`src/rtl/mio_bus_bridge.sv`:
```
// Memory/IO bus bridge: turns controller MemRead/MemWrite strobes into sync-RAM or IO-port accesses.
// Optional IO-wait timeout is compiled in with `define MIO_TIMEOUT_EN.
module mio_bus_bridge #(
    parameter int         RAM_AW      = 12,
    parameter int         RAM_LAT     = 1,
    parameter logic [3:0] IO_NIB      = 4'hF,
    parameter int         TIMEOUT_CYC = 16
) (
    input  logic              clk,
    input  logic              reset,
    input  logic              cpu_mem_r,
    input  logic              cpu_mem_w,
    input  logic              cpu_mio,
    input  logic [1:0]        cpu_size,
    input  logic              cpu_signed,
    input  logic [31:0]       cpu_addr,
    input  logic [31:0]       cpu_wdata,
    output logic              mio_ready,
    output logic [31:0]       cpu_rdata,
    output logic              bus_err,
    output logic              ram_en,
    output logic [3:0]        ram_we,
    output logic [RAM_AW-1:0] ram_addr,
    output logic [31:0]       ram_wdata,
    input  logic [31:0]       ram_rdata,
    output logic              io_rd,
    output logic              io_wr,
    output logic [31:0]       io_addr,
    output logic [31:0]       io_wdata,
    input  logic [31:0]       io_rdata,
    input  logic              io_ack
);

    localparam int CNT_W = $clog2(TIMEOUT_CYC + RAM_LAT + 2);
    localparam logic [CNT_W-1:0] LAT_LAST = CNT_W'(RAM_LAT);
    localparam logic [CNT_W-1:0] TO_LAST  = CNT_W'(TIMEOUT_CYC - 1);

    typedef enum logic [1:0] {
        IDLE     = 2'd0,
        RAM_WAIT = 2'd1,
        IO_WAIT  = 2'd2,
        DONE     = 2'd3
    } state_t;

    state_t            state_r;
    state_t            next_state_s;
    logic [CNT_W-1:0]  wait_cnt_r;
    logic              write_r;
    logic [1:0]        size_r;
    logic              signed_r;
    logic [1:0]        addr_lo_r;

    logic              accept_s;
    logic              misalign_s;
    logic              is_io_s;
    logic              ram_last_s;
    logic              timeout_s;
    logic              cnt_io_s;
    logic              go_ram_s;
    logic              go_io_s;
    logic              ram_en_s;
    logic [3:0]        ram_we_s;
    logic              io_rd_s;
    logic              io_wr_s;
    logic              mio_ready_s;
    logic              bus_err_s;
    logic [31:0]       rdata_next_s;

    // Size code 11 behaves as a word everywhere.
    function automatic logic is_misaligned(input logic [1:0] size, input logic [1:0] lo);
        case (size)
            2'b01:   is_misaligned = lo[0];
            2'b10:   is_misaligned = 1'b0;
            default: is_misaligned = (lo != 2'b00);
        endcase
    endfunction

    function automatic logic [3:0] lane_we(input logic [1:0] size, input logic [1:0] lo);
        case (size)
            2'b10:   lane_we = 4'b0001 << lo;
            2'b01:   lane_we = lo[1] ? 4'b1100 : 4'b0011;
            default: lane_we = 4'b1111;
        endcase
    endfunction

    function automatic logic [31:0] lane_wdata(input logic [1:0] size, input logic [31:0] wd);
        case (size)
            2'b10:   lane_wdata = {4{wd[7:0]}};
            2'b01:   lane_wdata = {2{wd[15:0]}};
            default: lane_wdata = wd;
        endcase
    endfunction

    function automatic logic [31:0] align_load(input logic [1:0] size, input logic sgn,
                                               input logic [1:0] lo, input logic [31:0] raw);
        logic [15:0] half_v;
        logic [7:0]  byte_v;
        half_v = lo[1] ? raw[31:16] : raw[15:0];
        case (lo)
            2'b00:   byte_v = raw[7:0];
            2'b01:   byte_v = raw[15:8];
            2'b10:   byte_v = raw[23:16];
            default: byte_v = raw[31:24];
        endcase
        case (size)
            2'b01:   align_load = {{16{sgn & half_v[15]}}, half_v};
            2'b10:   align_load = {{24{sgn & byte_v[7]}}, byte_v};
            default: align_load = raw;
        endcase
    endfunction

    assign accept_s   = (state_r == IDLE) && cpu_mio && (cpu_mem_r || cpu_mem_w);
    assign misalign_s = is_misaligned(cpu_size, cpu_addr[1:0]);
    assign is_io_s    = (cpu_addr[31:28] == IO_NIB);
    assign ram_last_s = (wait_cnt_r == LAT_LAST);

`ifdef MIO_TIMEOUT_EN
    assign cnt_io_s  = (state_r == IO_WAIT);
    assign timeout_s = (state_r == IO_WAIT) && (wait_cnt_r == TO_LAST);
`else
    assign cnt_io_s  = 1'b0;
    assign timeout_s = 1'b0;
`endif

    // State register
    always_ff @(posedge clk or posedge reset) begin
        if (reset) begin
            state_r <= IDLE;
        end else begin
            state_r <= next_state_s;
        end
    end

    // Next-state logic
    always_comb begin
        next_state_s = state_r;
        case (state_r)
            IDLE: begin
                if (accept_s && misalign_s) begin
                    next_state_s = DONE;
                end else if (accept_s && is_io_s) begin
                    next_state_s = IO_WAIT;
                end else if (accept_s) begin
                    next_state_s = RAM_WAIT;
                end else begin
                    next_state_s = IDLE;
                end
            end
            RAM_WAIT: begin
                if (ram_last_s) begin
                    next_state_s = DONE;
                end else begin
                    next_state_s = RAM_WAIT;
                end
            end
            IO_WAIT: begin
                if (io_ack || timeout_s) begin
                    next_state_s = DONE;
                end else begin
                    next_state_s = IO_WAIT;
                end
            end
            DONE:    next_state_s = IDLE;
            default: next_state_s = IDLE;
        endcase
    end

    // Output logic: values the output registers take for the cycle being entered
    always_comb begin
        ram_en_s     = 1'b0;
        ram_we_s     = 4'b0000;
        io_rd_s      = 1'b0;
        io_wr_s      = 1'b0;
        mio_ready_s  = 1'b0;
        bus_err_s    = 1'b0;
        go_ram_s     = 1'b0;
        go_io_s      = 1'b0;
        rdata_next_s = cpu_rdata;
        case (state_r)
            IDLE: begin
                if (accept_s && misalign_s) begin
                    mio_ready_s  = 1'b1;
                    bus_err_s    = 1'b1;
                    rdata_next_s = 32'h0000_0000;
                end else if (accept_s && is_io_s) begin
                    go_io_s = 1'b1;
                    io_rd_s = ~cpu_mem_w;
                    io_wr_s = cpu_mem_w;
                end else if (accept_s) begin
                    go_ram_s = 1'b1;
                    ram_en_s = 1'b1;
                    ram_we_s = cpu_mem_w ? lane_we(cpu_size, cpu_addr[1:0]) : 4'b0000;
                end else begin
                    rdata_next_s = cpu_rdata;
                end
            end
            RAM_WAIT: begin
                if (ram_last_s) begin
                    mio_ready_s  = 1'b1;
                    rdata_next_s = write_r ? cpu_rdata
                                           : align_load(size_r, signed_r, addr_lo_r, ram_rdata);
                end else begin
                    rdata_next_s = cpu_rdata;
                end
            end
            IO_WAIT: begin
                if (io_ack) begin
                    mio_ready_s  = 1'b1;
                    rdata_next_s = write_r ? cpu_rdata
                                           : align_load(size_r, signed_r, addr_lo_r, io_rdata);
                end else if (timeout_s) begin
                    mio_ready_s  = 1'b1;
                    bus_err_s    = 1'b1;
                    rdata_next_s = write_r ? cpu_rdata : 32'hFFFF_FFFF;
                end else begin
                    io_rd_s = ~write_r;
                    io_wr_s = write_r;
                end
            end
            DONE:    rdata_next_s = cpu_rdata;
            default: rdata_next_s = cpu_rdata;
        endcase
    end

    // Wait counter: RAM latency in RAM_WAIT, IO timeout in IO_WAIT
    always_ff @(posedge clk or posedge reset) begin
        if (reset) begin
            wait_cnt_r <= '0;
        end else if (accept_s) begin
            wait_cnt_r <= '0;
        end else if ((state_r == RAM_WAIT) || cnt_io_s) begin
            wait_cnt_r <= wait_cnt_r + {{(CNT_W-1){1'b0}}, 1'b1};
        end
    end

    // Transaction attributes needed when the load data is captured
    always_ff @(posedge clk or posedge reset) begin
        if (reset) begin
            write_r   <= 1'b0;
            size_r    <= 2'b00;
            signed_r  <= 1'b0;
            addr_lo_r <= 2'b00;
        end else if (accept_s) begin
            write_r   <= cpu_mem_w;
            size_r    <= cpu_size;
            signed_r  <= cpu_signed;
            addr_lo_r <= cpu_addr[1:0];
        end
    end

    // Output registers
    always_ff @(posedge clk or posedge reset) begin
        if (reset) begin
            ram_en    <= 1'b0;
            ram_we    <= 4'b0000;
            io_rd     <= 1'b0;
            io_wr     <= 1'b0;
            mio_ready <= 1'b0;
            bus_err   <= 1'b0;
            cpu_rdata <= 32'h0000_0000;
            ram_addr  <= '0;
            ram_wdata <= 32'h0000_0000;
            io_addr   <= 32'h0000_0000;
            io_wdata  <= 32'h0000_0000;
        end else begin
            ram_en    <= ram_en_s;
            ram_we    <= ram_we_s;
            io_rd     <= io_rd_s;
            io_wr     <= io_wr_s;
            mio_ready <= mio_ready_s;
            bus_err   <= bus_err_s;
            cpu_rdata <= rdata_next_s;
            if (go_ram_s) begin
                ram_addr  <= cpu_addr[RAM_AW+1:2];
                ram_wdata <= lane_wdata(cpu_size, cpu_wdata);
            end
            if (go_io_s) begin
                io_addr  <= cpu_addr;
                io_wdata <= cpu_wdata;
            end
        end
    end

endmodule
```
`config.mk`:
```
export PLATFORM = sky130hd
export DESIGN_NAME = mio_bus_bridge
export DESIGN_NICKNAME = d
export VERILOG_FILES = /design/src/rtl/mio_bus_bridge.sv
export SDC_FILE = /design/constraint.sdc
export NUM_CORES = 1
export LEC_CHECK = 0
export ABC_AREA = 1
export CAP_MARGIN = 15
export CORE_ASPECT_RATIO = 0.9
export CORE_MARGIN = 10
export CORE_UTILIZATION = 45
export CTS_CLUSTER_SIZE = 12
export DETAILED_ROUTE_END_ITERATION = 12
export PLACE_DENSITY = 0.83
export SYNTH_ARGS = -nofsm -noshare
export SYNTH_HDL_FRONTEND = slang
export SYNTH_SLANG_ARGS = --single-unit
```
`constraint.sdc`:
```
create_clock -name clk -period 5.4 [get_ports clk]
set_input_delay 0.54 -clock clk [delete_from_list [all_inputs] [get_ports clk]]
set_output_delay 0.54 -clock clk [all_outputs]
set_load 0.05 [all_outputs]
```
==> impl_metrics.ini, run 1 <==
[run_status]
outcome = completed

[power_and_ir_drop]
power_mw = 8.10
peakVddDrop_mv = 0.447
static-leakage-power_nw = 5.90
p_per_area_nw_per_um2 = 678

[sta]
fin_crit_sh_pct = 69.9
setup_viol = 0
tns_ns = 0
min_period_ns = 3.77
skew_ns = 0.00769
final_hold_viol_count = 0
rsz0062_at_grt = false
worstMarginPinSlew_ns = 1.16
max_slew_margin_pct = 22.1
max_freq_ghz = 0.265
slew_viol_final = 0

[detailed_routing]
drcViolationCount = 0
routed_wirelength_um = 30000
post_drt_via_cell_ratio = 5.25
first_iter_violations = 760
detail_route.first_pass.iterations = 5
antenna_left = 0
wl_per_cell_um = 18.2
vias = 8618

[placement]
gp_congestion = 0.881
post-dp-hpwl_um = 21700
port_buffers = 285

[clocking]
clock-sinks = 162
clk_latency_ns = 0.42
clockBufferDepth = 2
cts_resized = 0
cts_hold_buf = 0
post_cts_buffers = 0
cts_buffers = 17
clk_pin_slew_ns = 0.07
cts_tree = done
htreeDepth = 4
root_buffer = clkbuf_16

[min_path]
holdCritPathClass = flip-flop to flip-flop
min_path_cells = 2

[layout]
final_nets = 1531
fillers = 1550
multiInputGateArea_um2 = 3650
layout-drive-gt1-share_pct = 4.73
register_area_um2 = 4050
syn_to_final_growth_pct = 42.7

[synth]
yosysMostFrequentCell = nand2_1
avgSynthCellArea_um2 = 7.37
async_flop_share_pct = 100
ys_warn_count = 0
synthTopCellsByArea = dfrtp_1, nand2_1, o21ai_0
ys_seq_area_share_pct = 48.4
ys_top_cells_by_count = nand2_1, dfrtp_1, o21ai_0
synth-seq-cells = 162
synth.cell_area_um2 = 8370
synth-edff-count = 0
ys.flop_type = dfrtp_1
synthCells = 1136
synth_cell_types = 34
syn_nets = 1285
synth_top_area_cell = dfrtp_1
synth_top_cell_area_share_pct = 48.4

[setup_path]
crit_arrival_ns = 4.08
setup.worst_path.end_class = flip-flop
crit_fanout = 33
reg2reg_depth = 9
critical_path_class = flip-flop to flip-flop
critPathRequiredTime_ns = 5.70
startpoint_type = flip-flop

[global_routing]
antenna_found_initial = 3
grt_pass1_vias = 8560
grt_start_max_net_pins = 105
overflow = 0
grt_usage_pct = 24.1
grt_pass1_wl_um = 47100

[die]
rows = 47
core_area_um2 = 18300
die-area_um2 = 24500
io_pins = 286
initial_utilization_pct = 45.6
die_y_um = 149
die_w_um = 164

[job]
cap_violations = 0
stage by stage:
stage	instances	hold slack [ns]	cell area (um2)	worst slack (ns)	util, %
floorplan	1136	0.435	8370	0.483	-
global placement	1608	0.445	11300	1.58	61.5
detailed placement	1608	0.450	11300	1.43	61.5
CTS	1640	0.467	11900	1.75	65.1
global route	1643	0.476	11900	1.38	65.1
finish	1643	0.465	11900	1.63	65.1
cell families after synthesis:
group | Yosys count | synth area share, %
buffers and inverters | 163 | 8.06
adder cells (fa/ha/maj) | 12 | 1.79
XOR/XNOR | 1 | 0.105
AND/OR/NAND/NOR | 613 | 29.7
flip-flops | 162 | 48.4
AO/OA/AOI/OAI | 185 | 11.9
state kept, by name (all words and copies together), names as in the netlist:
signal      count
wait_cnt_r      5
addr_lo_r       2
io_wdata       32
bus_err         1
ram_en          1
ram_wdata      32
state_r         2
write_r         1
mio_ready       1
io_rd           1
signed_r        1
ram_addr       12
ram_we          4
size_r          2
cpu_rdata      32
io_wr           1
io_addr        32
layout by cell type, fill, tap and decap left out, drive strengths merged:
master,Yosys,routed
o211ai,5,5
buf,33,6
bufinv,0,4
o21bai,1,1
o21ai,119,119
nor2,51,51
clkdlybuf4s50,0,285
clkinvlp,0,4
nand3,78,78
o22ai,10,10
a21oi,36,36
clkinv,2,3
inv,97,101
xnor2,1,1
nand2,470,470
or2,9,9
ha,12,12
a22oi,1,1
nor3,2,2
o31ai,8,8
nand4,3,3
a31oi,5,5
diode,0,3
clkbuf,31,19
dfrtp,162,162
path summary, 6_finish.rpt:
kind                             start            end  slack (ns)
max                         state_r[1]  cpu_rdata[24]        1.63
min                        io_addr[29]    io_addr[29]        0.46
min in group asynchronous        reset    io_addr[28]        0.58
max reg2reg                 state_r[1]  cpu_rdata[24]        1.63
min reg2reg                io_addr[29]    io_addr[29]        0.46
max in group asynchronous        reset  cpu_rdata[15]        3.70
metal layers:
layer	vias to the layer above	GRT usage (%)	part of all wire, %	wire length, um
met5	-	0	0	0
met4	0	8.62	2.7	824
met3	58	9.00	11	3410
met2	469	38.1	46	13800
met1	4010	29.7	40	11900
li1	4081	-	-	-
power breakdown:
group | leakage (nW) | switching, mW | internal, mW
combinational | 3.48 | 3.28 | 1.42
sequential | 2.11 | 0.358 | 1.70
clock | 0.305 | 0.533 | 0.808
total | 5.90 | 4.17 | 3.93
worst max-delay path: stages (launching register included):
cell	delay, ns
dfrtp_1	0.41
inv_1	0.11
ha_1	0.61
clkinv_1	0.93
a21oi_1	0.43
nor3_2	0.08
nand2_2	0.53
nor2_4	0.30
nand2_1	0.15
nand2_1	0.07
final cells by class:
cell class | count | share of cell area, %
clock buffer | 19 | 3.79
multi-input combinational | 811 | 30.6
sequential | 162 | 33.9
inverter | 99 | 3.17
tap | 245 | 2.57
antenna | 3 | 0.0629
clock inverter | 13 | 1.64
timing repair buffer | 291 | 24.3
No activity file was read; power rests on OpenSTA's default activity.
==> run 2: changes to the inputs <==
Clock period 5.4 ns to 3.7 ns, I/O delays scaled along.
==> run 2 against run 1 <==
Compared with the run above:
- setup slack got worse by 0.90 ns
- critical path depth fell by 1
- via count is 0.51% lower
- final area grew 0.17%
- global-route usage decreased by 1.1 points
- sequential power grew 43%
- highest routed layer is now met5
- fmax is 27% higher
- clock-buffer cell count decreased by 2
- power is 43% higher
==> impl_metrics.ini, run 2 (synthesis gave the netlist of run 1 again) <==
[run_status]
outcome = completed

[placement]
port_buffers = 285
post-dp-hpwl_um = 21600
gp_congestion = 0.914
place_area_um2 = 11400

[die]
die-area_um2 = 24500
rows = 47
initial_utilization_pct = 45.6
die_y_um = 149
die_w_um = 164
io_pins = 286
core_area_um2 = 18300

[clocking]
cts_tree = done
cts_resized = 0
clock-sinks = 162
post_cts_buffers = 0
clk_latency_ns = 0.43
clk_pin_slew_ns = 0.07
cts_buffers = 17
root_buffer = clkbuf_16
clockBufferDepth = 2
htreeDepth = 4
cts_hold_buf = 0

[setup_path]
crit_arrival_ns = 3.27
critical_path_class = flip-flop to flip-flop
reg2reg_depth = 8
r2r-end = io_addr[2]
startpoint_type = flip-flop
crit_fanout = 69
reg2reg_setup_slack_ns = 0.73
r2r_start = state_r[0]
setup.worst_path.end_class = flip-flop
critPathRequiredTime_ns = 4.00

[layout]
final_cell_mix = nand2_1, clkdlybuf4s50_1, dfrtp_1, o21ai_0, inv_1
num_antenna_cells = 0
layout-drive-gt1-share_pct = 5.41
syn_to_final_growth_pct = 43.0
final_nets = 1541
design_area_um2 = 12000
final_common_cell = nand2_1

[power_and_ir_drop]
peakVddDrop_mv = 0.570
static-leakage-power_nw = 5.91
p_per_area_nw_per_um2 = 966

[global_routing]
antenna_found_initial = 1
overflow = 0
grt_start_max_net_pins = 70
grt_pass1_vias = 8151
grt_usage_pct = 23.1
grt_pass1_wl_um = 44900

[sta]
setup_viol = 0
slew_viol_final = 0
fin_crit_sh_pct = 80.2
tns_ns = 0
rsz0062_at_grt = false
min_period_ns = 2.97
max_freq_ghz = 0.337
max_slew_margin_pct = 31.6
worstMarginPinSlew_ns = 1.02
final_hold_viol_count = 0
skew_ns = 0.0102
hold_ws_ns = 0.464

[detailed_routing]
vias = 8574
first_iter_violations = 715
drcViolationCount = 0
wl_per_cell_um = 17.6
antenna_left = 0
detail_route.first_pass.iterations = 5
routed_wirelength_um = 29100
post_drt_via_cell_ratio = 5.20

[min_path]
holdPathEnd = wait_cnt_r[4]
min_path_cells = 1
worstHoldStart = wait_cnt_r[4]
holdCritPathClass = flip-flop to flip-flop

[job]
cap_violations = 0
run 2: changes by cell type in the layout (fill, tap and decap cells not counted), sizes merged:
cell and change:
buf +10, clkinv +4, diode -3, clkbuf -2
bufinv -4, clkinvlp +2
run 2: worst max path at each step:
stage / cells after the start / start / end
6_report: 8 / state_r[0] / io_addr[2]
4_1_cts: 8 / state_r[0] / io_wdata[2]
3_5_place_dp: 7 / cpu_mem_w / io_addr[2]
2_1_floorplan: 1 / reset / addr_lo_r[0]
5_1_grt: 8 / state_r[0] / io_wdata[28]
3_3_place_gp: 7 / cpu_mem_w / io_wdata[13]
run 2: metal layers:
metal	share of wire [%]	GRT usage, %	up-vias
met1	40	28.6	4018
met4	1.7	5.98	2
li1	-	-	4110
met5	0.045	0	-
met2	48	37.6	404
met3	10	8.00	40
run 2: cell type report:
type,instances,area [um2]
clock buffer,17,425
tap,245,307
inverter,99,378
fill,1569,6380
sequential,162,4050
clock inverter,15,128
multi-input combinational,811,3650
timing repair buffer,301,3020
run 2: report_power, final:
group | total (mW) | switching [mW] | internal [mW]
logic | 6.95 | 4.83 | 2.12
registers | 2.94 | 0.456 | 2.49
clock network | 1.67 | 0.788 | 0.877
run 2: stage by stage:
step | power [mW] | std cells | worst slack (ns) | util [%]
2_1_floorplan | 7.57 | 1136 | 1.27 | -
3_3_place_gp | 9.73 | 1617 | 0.660 | 62.2
3_5_place_dp | 9.85 | 1617 | 0.592 | 62.2
4_1_cts | 11.5 | 1649 | 0.747 | 65.2
5_1_grt | 12.2 | 1650 | 0.482 | 65.2
6_report | 11.6 | 1650 | 0.731 | 65.2
run 2: worst max-delay path, cell delays in order (launching register included):
cell      delay (ns)
dfrtp_1         0.42
inv_1           0.12
ha_1            0.26
o211ai_4        0.23
nor2_2          0.84
nand2_4         0.43
buf_12          0.32
nand2_1         0.10
o21ai_0         0.08
==> run 3: changes to the inputs <==
Settings changed: CORE_UTILIZATION 45 to 42, PLACE_DENSITY 0.83 to 0.82.
Clock period 3.7 ns to 2.5 ns, I/O delays scaled along.
==> run 3 against run 2 <==
Compared with the run above:
- worst hold slack worse by 0.35 ns
- global-route usage shrank 0.28 points
- routed wire length rose by 3.9%
- setup slack worse by 0.53 ns
- clock-buffer cell count stayed put
- cell count increased by 1.3%
- sequential share of layout area decreased by 0.62 points
- clock skew up 0.0053 ns
- critical path type unchanged
- critical endpoint is now cpu_rdata[21]
==> impl_metrics.ini, run 3 (synthesis gave the netlist of run 1 again) <==
[sta]
fin_crit_sh_pct = 91.8
min_period_ns = 2.29
hold_ws_ns = 0.110
tns_ns = 0
setup_viol = 0
rsz0062_at_grt = false
max_slew_margin_pct = 49.1
slew_viol_final = 0
final_hold_viol_count = 0
worstMarginPinSlew_ns = 0.763
max_freq_ghz = 0.436
skew_ns = 0.0155

[clocking]
clockBufferDepth = 2
post_cts_buffers = 0
htreeDepth = 4
clk_pin_slew_ns = 0.08
clock-sinks = 162
cts_tree = done
cts_buffers = 17
clk_latency_ns = 0.43
root_buffer = clkbuf_16

[layout]
final_nets = 1556
final_common_cell = nand2_1
fin_util_pct = 62.8
layout-drive-gt1-share_pct = 6.48
final_cell_mix = nand2_1, clkdlybuf4s50_1, dfrtp_1, o21ai_0, inv_1
syn_to_final_growth_pct = 45.6

[power_and_ir_drop]
swShare_pct = 52.3
peakVddDrop_mv = 0.918
p_int_mw = 8.36
static-leakage-power_nw = 6.04
p_switching_mw = 9.17
pwr-share-clk_pct = 15.5
pwr-share-seq_pct = 25.1
p_comb_share_pct = 59.5
p_per_area_nw_per_um2 = 1440

[placement]
gp_congestion = 0.894
port_buffers = 285
post-dp-hpwl_um = 22500

[setup_path]
crit_fanout = 23
path_delay_family = simple AND/OR/NAND/NOR gates
crit_chain = nor2_1 -> nand2_1 -> nand3_1 -> nand3_2 -> nand3_2 -> nand3_1 -> nand2_1 -> nand2_1 -> nand2_1
crit_top_cell = nand2_1
crit_arrival_ns = 2.61
critPathSlowestCell = dfrtp_1
setup.worst_path.end_class = flip-flop
critical_path_class = flip-flop to flip-flop
slowest_delay_ns = 0.82
crit_buf_inv = 0
startpoint_type = flip-flop
critPathRequiredTime_ns = 2.81

[global_routing]
grt_pass1_vias = 8647
grt_pass1_wl_um = 47900
overflow = 0
grt_usage_pct = 22.8
antenna_found_initial = 1
grt_start_max_net_pins = 50

[detailed_routing]
vias = 8731
wl_per_cell_um = 18.1
antenna_left = 0
routed_wirelength_um = 30200
detail_route.first_pass.iterations = 7
post_drt_via_cell_ratio = 5.23
drcViolationCount = 0
first_iter_violations = 926

[die]
die_y_um = 154
core_area_um2 = 19400
io_pins = 286
die_w_um = 169
die-area_um2 = 26000
rows = 48
initial_utilization_pct = 43.1

[run_status]
outcome = completed

[min_path]
holdCritPathClass = input port to asynchronous set/reset pin

[job]
cap_violations = 0
-- run 3: final timing paths --
kind	from	endpoint	slack, ns	cells past startpoint
min in group clk	cpu_signed	signed_r	0.36	3
setup reg to reg	addr_lo_r[1]	cpu_rdata[21]	0.21	9
hold reg to reg	io_addr[29]	io_addr[29]	0.47	2
max in group asynchronous	reset	io_wdata[21]	1.88	3
setup / recovery	addr_lo_r[1]	cpu_rdata[21]	0.21	9
hold / removal	reset	io_addr[1]	0.11	2
-- run 3: routing by layer --
metal  share of wire, %  GRT usage [%]
met5                  0              0
met3                 11           8.64
met4                2.5           7.50
met1                 39           28.3
met2                 47           35.7
-- run 3: what timing repair did --
action | in CTS | in global routing
endpoints found under the setup margin | 0 | 1
gates resized for setup | 0 | 1
hold buffers | 0 | 0
-- run 3: final cells by class --
cell class              count  area [um2]
multi-input cells         811        3650
repair buffers            316        3170
well taps                 250         313
fillers                  1658        7210
clock buffers              17         425
diodes                      1        2.50
clock inverters            15         189
flip-flops and latches    162        4050
inverters                  99         378
-- run 3: power groups by stage --
stage                     logic, mW  clock network (mW)  registers, mW
after floorplan                3.48                   0           7.72
final                          10.4                2.71           4.40
after CTS                      10.4                2.76           4.38
after detailed placement       10.4                   0           4.40
after global placement         10.2                   0           4.39
after global routing           11.2                2.86           4.52
-- run 3: metrics by stage --
stage / instance area (um2) / total power, mW / std cells / setup slack [ns]
5_1_grt: 12200 / 18.6 / 1671 / 0.0218
6_report: 12200 / 17.5 / 1671 / 0.206
2_1_floorplan: 8370 / 11.2 / 1136 / 0.193
4_1_cts: 12200 / 17.5 / 1670 / 0.262
3_3_place_gp: 11600 / 14.6 / 1638 / 0.306
3_5_place_dp: 11600 / 14.8 / 1638 / 0.179
==> RTL edit 1, RTL diff (settings of run 2) <==
Put one more register stage on the output `bus_err`, cleared by the reset. The value now appears one clock later. The other outputs are not delayed to match.
--- a/src/rtl/mio_bus_bridge.sv
+++ b/src/rtl/mio_bus_bridge.sv
@@ -44,2 +44,4 @@
 
+    logic bus_err_s0;
+
     state_t            state_r;
@@ -258,3 +260,3 @@
             mio_ready <= 1'b0;
-            bus_err   <= 1'b0;
+            bus_err_s0 <= 1'b0;
             cpu_rdata <= 32'h0000_0000;
@@ -270,3 +272,3 @@
             mio_ready <= mio_ready_s;
-            bus_err   <= bus_err_s;
+            bus_err_s0 <= bus_err_s;
             cpu_rdata <= rdata_next_s;
@@ -283,2 +285,10 @@
 
+    always_ff @(posedge clk or posedge reset) begin
+        if (reset) begin
+            bus_err <= '0;
+        end else begin
+            bus_err <= bus_err_s0;
+        end
+    end
+
 endmodule
Function: changed (Yosys sat finds a counterexample within 4 cycles, from zero or initial values and one cycle with reset high).
==> RTL edit 1 against run 2 <==
Cell count about the same; sequential share of layout area up 0.11 points; power up 0.62%; core utilization up 0.19 points; global-route usage up 0.37 points; critical path depth down 1; routed wire length up 0.53%; hold slack worse by 110 ps; synthesized area up 0.30%; worst setup slack worse by 64 ps; sequential cell count up 1; combinational power down 0.6%; cell area up 0.29%; largest power group unchanged.
==> RTL edit 1: results (changes against run 2) <==
drt:
  vias_per_cell: 5.17  # -0.52%
  drt_iter0_markers: 765  # +7.0%
  wl_per_cell_um: 17.7  # +0.47%
final_layout:
  nFillCells: 1565  # -0.25%
  fin_nets: 1540  # -0.065%
  drive_above_1_share_pct: 5.27  # -0.14 points
  layout.cells.non_filler: 1651  # +0.061%
grt:
  grt_max_degree: 98  # +40%
  grt_pass1_vias: 8137  # -0.17%
  grt_use_total_pct: 23.4  # +0.37 points
  antenna_found_initial: 4  # +3
  grt_pass1_wl_mm: 45.5  # +1.4%
timing:
  slew_headroom_pct: 21.7  # -9.9 points
  fin_skew_ps: 10.1  # -0.0923 ps
synth:
  synth_seq_area_share_pct: 48.6  # +0.15 points
  yosysWarnings: 0  # unchanged
  synthTopCellsByCount: "nand2_1 (468), dfrtp_1 (163), o21ai_0 (108)"
  syn_inst: 1137  # +0.088%
  synthTopCellsByArea: "dfrtp_1 (49%), nand2_1 (21%), o21ai_0 (6.4%), nand3_1 (4.4%), inv_1 (4.1%)"
  synth_nets: 1286  # +0.078%
  async_flop_share_pct: 100  # unchanged
pwr:
  vdd_drop_max_mv: 0.610  # +7.0%
  cellLeakagePower_nw: 5.94  # +0.43%
critical_path:
  cp.arrival_ps: 3370  # +100 ps
  crit_fanout: 54  # -22%
status:
  status: "finished clean"
min_path:
  min_path_type: "reg -> reg"
placed_design:
  place_congestion: 0.885  # -3.2%
  dp_slack_ps: 501  # -90.7 ps
  post-dp-hpwl_mm: 21.5  # -0.36%
cts:
  cts_buffers: 17  # unchanged
  cts_buffer_depth: 2  # unchanged
## RTL edit 1: changes by cell type after synthesis
cell	delta
dfrtp_1	+1
## RTL edit 1: cell families (layout without fill, tap and decap cells)
family | count (synthesis) | after routing | synth area share, %
simple gates | 613 | 613 | 29.6
compound gates | 185 | 185 | 11.9
flops | 163 | 163 | 48.6
buf+inv | 163 | 430 | 8.04
fa+ha+maj | 12 | 12 | 1.79
xor+xnor | 1 | 1 | 0.104
other cells | 0 | 2 | 0
## RTL edit 1: path summary, 6_finish.rpt
| check | to | depth (start not counted) | start | slack (ps) |
|---|---|---|---|---|
| max in group asynchronous | ram_wdata[12] | 3 | reset | 2320 |
| worst min-delay path | bus_err | 0 | bus_err_s0 | 360 |
| worst min register to register | bus_err | 0 | bus_err_s0 | 360 |
| worst max register to register | io_wdata[25] | 7 | state_r[0] | 670 |
| min in group asynchronous | cpu_rdata[8] | 2 | reset | 420 |
| worst max-delay path | io_wdata[25] | 7 | state_r[0] | 670 |
## RTL edit 1: worst max-delay path, delay by kind of cell (launching register included)
kind            cells  cell delay, ps
flops               1             420
compound gates      2             400
buf+inv             2             480
simple gates        2            1360
fa+ha+maj           1             230
## RTL edit 1: metrics by stage
stage	cell area (um2)	util (%)
floorplan	8400	-
global placement	11400	62.2
detailed placement	11400	62.2
CTS	12000	65.4
global route	12000	65.4
finish	12000	65.4
## RTL edit 1: layout make-up
type | count | share of cell area [%]
antenna | 2 | 0.0417
clock buffer | 20 | 3.89
clock inverter | 12 | 0.991
inverter | 99 | 3.15
multi-input combinational | 811 | 30.4
sequential | 163 | 34.0
tap | 245 | 2.55
timing repair buffer | 299 | 25.0
## RTL edit 1: report_power, final
group | leakage [nW] | switching (mW) | total [mW] | internal [mW]
logic | 3.53 | 4.80 | 6.91 | 2.11
registers | 2.13 | 0.438 | 2.94 | 2.50
clock network | 0.285 | 0.786 | 1.78 | 0.993
total | 5.94 | 6.03 | 11.6 | 5.60
## RTL edit 1: routing by layer
metal | up-vias | global-route usage [%] | wire length [um]
li1 | 4112 | - | -
met1 | 3978 | 29.3 | 11900
met2 | 393 | 36.3 | 13400
met3 | 48 | 8.93 | 3020
met4 | 4 | 8.39 | 831
met5 | - | 0 | 27
==> RTL edit 2, RTL diff (settings of run 2) <==
Without the edit above. The parameter `IO_NIB` goes from 4'hF to 4'h8.
--- a/src/rtl/mio_bus_bridge.sv
+++ b/src/rtl/mio_bus_bridge.sv
@@ -5,3 +5,3 @@
     parameter int         RAM_LAT     = 1,
-    parameter logic [3:0] IO_NIB      = 4'hF,
+    parameter logic [3:0] IO_NIB      = 4'h8,
     parameter int         TIMEOUT_CYC = 16
Formal check against the unedited RTL: not equivalent (a bounded check fails within 4 cycles, from zero or initial values and one cycle with reset high).
==> RTL edit 2 against run 2 <==
Cell count grew 0.18%; sequential cell count is the same; sequential power is essentially flat; worst setup slack improved by 330 ps; cell area rose by 0.50%; synthesized area grew 0.61%; routed wire length up 1.6%; hold slack lost 150 ps; critical path depth is 2 higher; global-route usage up 0.31 points; power increased by 1.8%; fmax rose by 13%; highest routed layer unchanged.
==> RTL edit 2: results (changes against run 2) <==
timing:
  whs_ps: 315  # -149 ps
  worst_pin_slew_ps: 1160  # +139 ps
  fin_tns_setup_ps: 0  # unchanged
  clock.fmax_mhz: 379  # +13%
  fin_skew_ps: 12.7  # +2.49 ps
critical_path:
  r2r_setup_slack_ps: 1060  # +330 ps
  critPathMaxStageDelay_ps: 580  # -260 ps
  cp.arrival_ps: 3000  # -270 ps
  crit_fanout: 32  # -54%
  slowest_stage: "nor2_4"
placed_design:
  placed_cell_area_um2: 11400  # about the same
  placed_cells: 1620  # +0.19%
  dp_slack_ps: 637  # +45.4 ps
  portBuffers: 285  # unchanged
  post-dp-hpwl_mm: 21.4  # -0.81%
  place_congestion: 0.918  # +0.43%
cts:
  clkTransAtPathRegs_ps: 70  # about the same
  cts_setup_buffers: 0  # unchanged
  insertion_delay_ps: 430  # about the same
  cts_buffer_depth: 2  # unchanged
  cts_root_buf: "clkbuf_16"
  cts_buffers: 17  # unchanged
  htreeDepth: 4  # unchanged
  cts-resized-gates: 0  # unchanged
final_layout:
  nFillCells: 1602  # +2.1%
  layout.cells.non_filler: 1653  # +0.18%
  fin_nets: 1543  # +0.13%
  drive_above_1_share_pct: 5.33  # -0.079 points
grt:
  antenna_found_initial: 2  # +1
  grt_pass1_vias: 8503  # +4.3%
  grt_pass1_wl_mm: 45.4  # +1.2%
  grt_max_degree: 121  # +73%
  grt_use_total_pct: 23.4  # +0.31 points
synth:
  yosysUniqueCellTypes: 35  # +2.9%
  synthTopCellsByCount: "nand2_1 (469), dfrtp_1 (162), o21ai_0 (100)"
  avgSynthCellArea_um2: 7.40  # +0.44%
  async_flop_share_pct: 100  # unchanged
  synth_enable_flop_cells: 0  # unchanged
  synthFlopType: "dfrtp_1"
  synth_seq_area_share_pct: 48.1  # -0.30 points
  synthTopCellsByArea: "dfrtp_1 (48%), nand2_1 (21%), o21ai_0 (5.9%), nand3_1 (4.2%), inv_1 (4.1%)"
  synth_nets: 1287  # +0.16%
  yosysWarnings: 0  # unchanged
min_path:
  min_path_type: "in -> async"
drt:
  route.detailed.drc: 0  # unchanged
  wl_per_cell_um: 17.9  # +1.4%
  vias_per_cell: 5.18  # -0.38%
  drt_iter0_markers: 806  # +13%
  firstDrtPassIters: 5  # unchanged
pwr:
  cellLeakagePower_nw: 5.97  # +0.88%
  vdd_drop_max_mv: 0.590  # +3.5%
status:
  status: "finished clean"
floorplan:
  core_area_um2: 18400  # +0.32%
==> RTL edit 2: worst paths after layout <==
kind	start	endpoint	cells after the start
setup / recovery	state_r[1]	cpu_rdata[5]	10
min in group clk	io_addr[31]	io_addr[31]	2
setup reg to reg	state_r[1]	cpu_rdata[5]	10
hold reg to reg	io_addr[31]	io_addr[31]	2
max in group asynchronous	reset	ram_wdata[13]	3
hold / removal	reset	cpu_rdata[23]	2
==> RTL edit 2: logic make-up after synthesis <==
kind of cell    Yosys count  synth area share [%]
xor+xnor                  1                 0.104
fa+ha+maj                12                  1.78
buf+inv                 162                  8.28
flops                   162                  48.1
compound gates          185                  11.9
simple gates            616                  29.8
==> RTL edit 2: critical path, delay by kind of cell, from the launching register on <==
family	cells	cell delay, ps
adder cells (fa/ha/maj)	1	250
flip-flops	1	420
AO/OA/AOI/OAI	1	220
buffers and inverters	2	300
AND/OR/NAND/NOR	6	1360
==> RTL edit 2: area by class of cell <==
type | count | area (um2) | share of cell area [%]
flip-flops and latches | 162 | 4050 | 33.7
inverters | 99 | 378 | 3.14
well taps | 245 | 307 | 2.55
clock inverters | 15 | 194 | 1.61
multi-input cells | 814 | 3670 | 30.6
clock buffers | 17 | 425 | 3.54
repair buffers | 300 | 2990 | 24.9
diodes | 1 | 2.50 | 0.0208
==> RTL edit 2: where the power goes <==
group          internal (mW)  total [mW]  switching, mW
sequential              2.48        2.94          0.451
combinational           2.12        6.97           4.85
clock                   1.03        1.86          0.826
==> RTL edit 2: routing by layer <==
metal / vias up / track usage (%) / wire length (um)
met5: - / 0 / 18
met4: 2 / 8.26 / 816
met3: 52 / 8.57 / 3190
met2: 397 / 38.4 / 14200
met1: 3994 / 27.6 / 11400
li1: 4112 / - / -
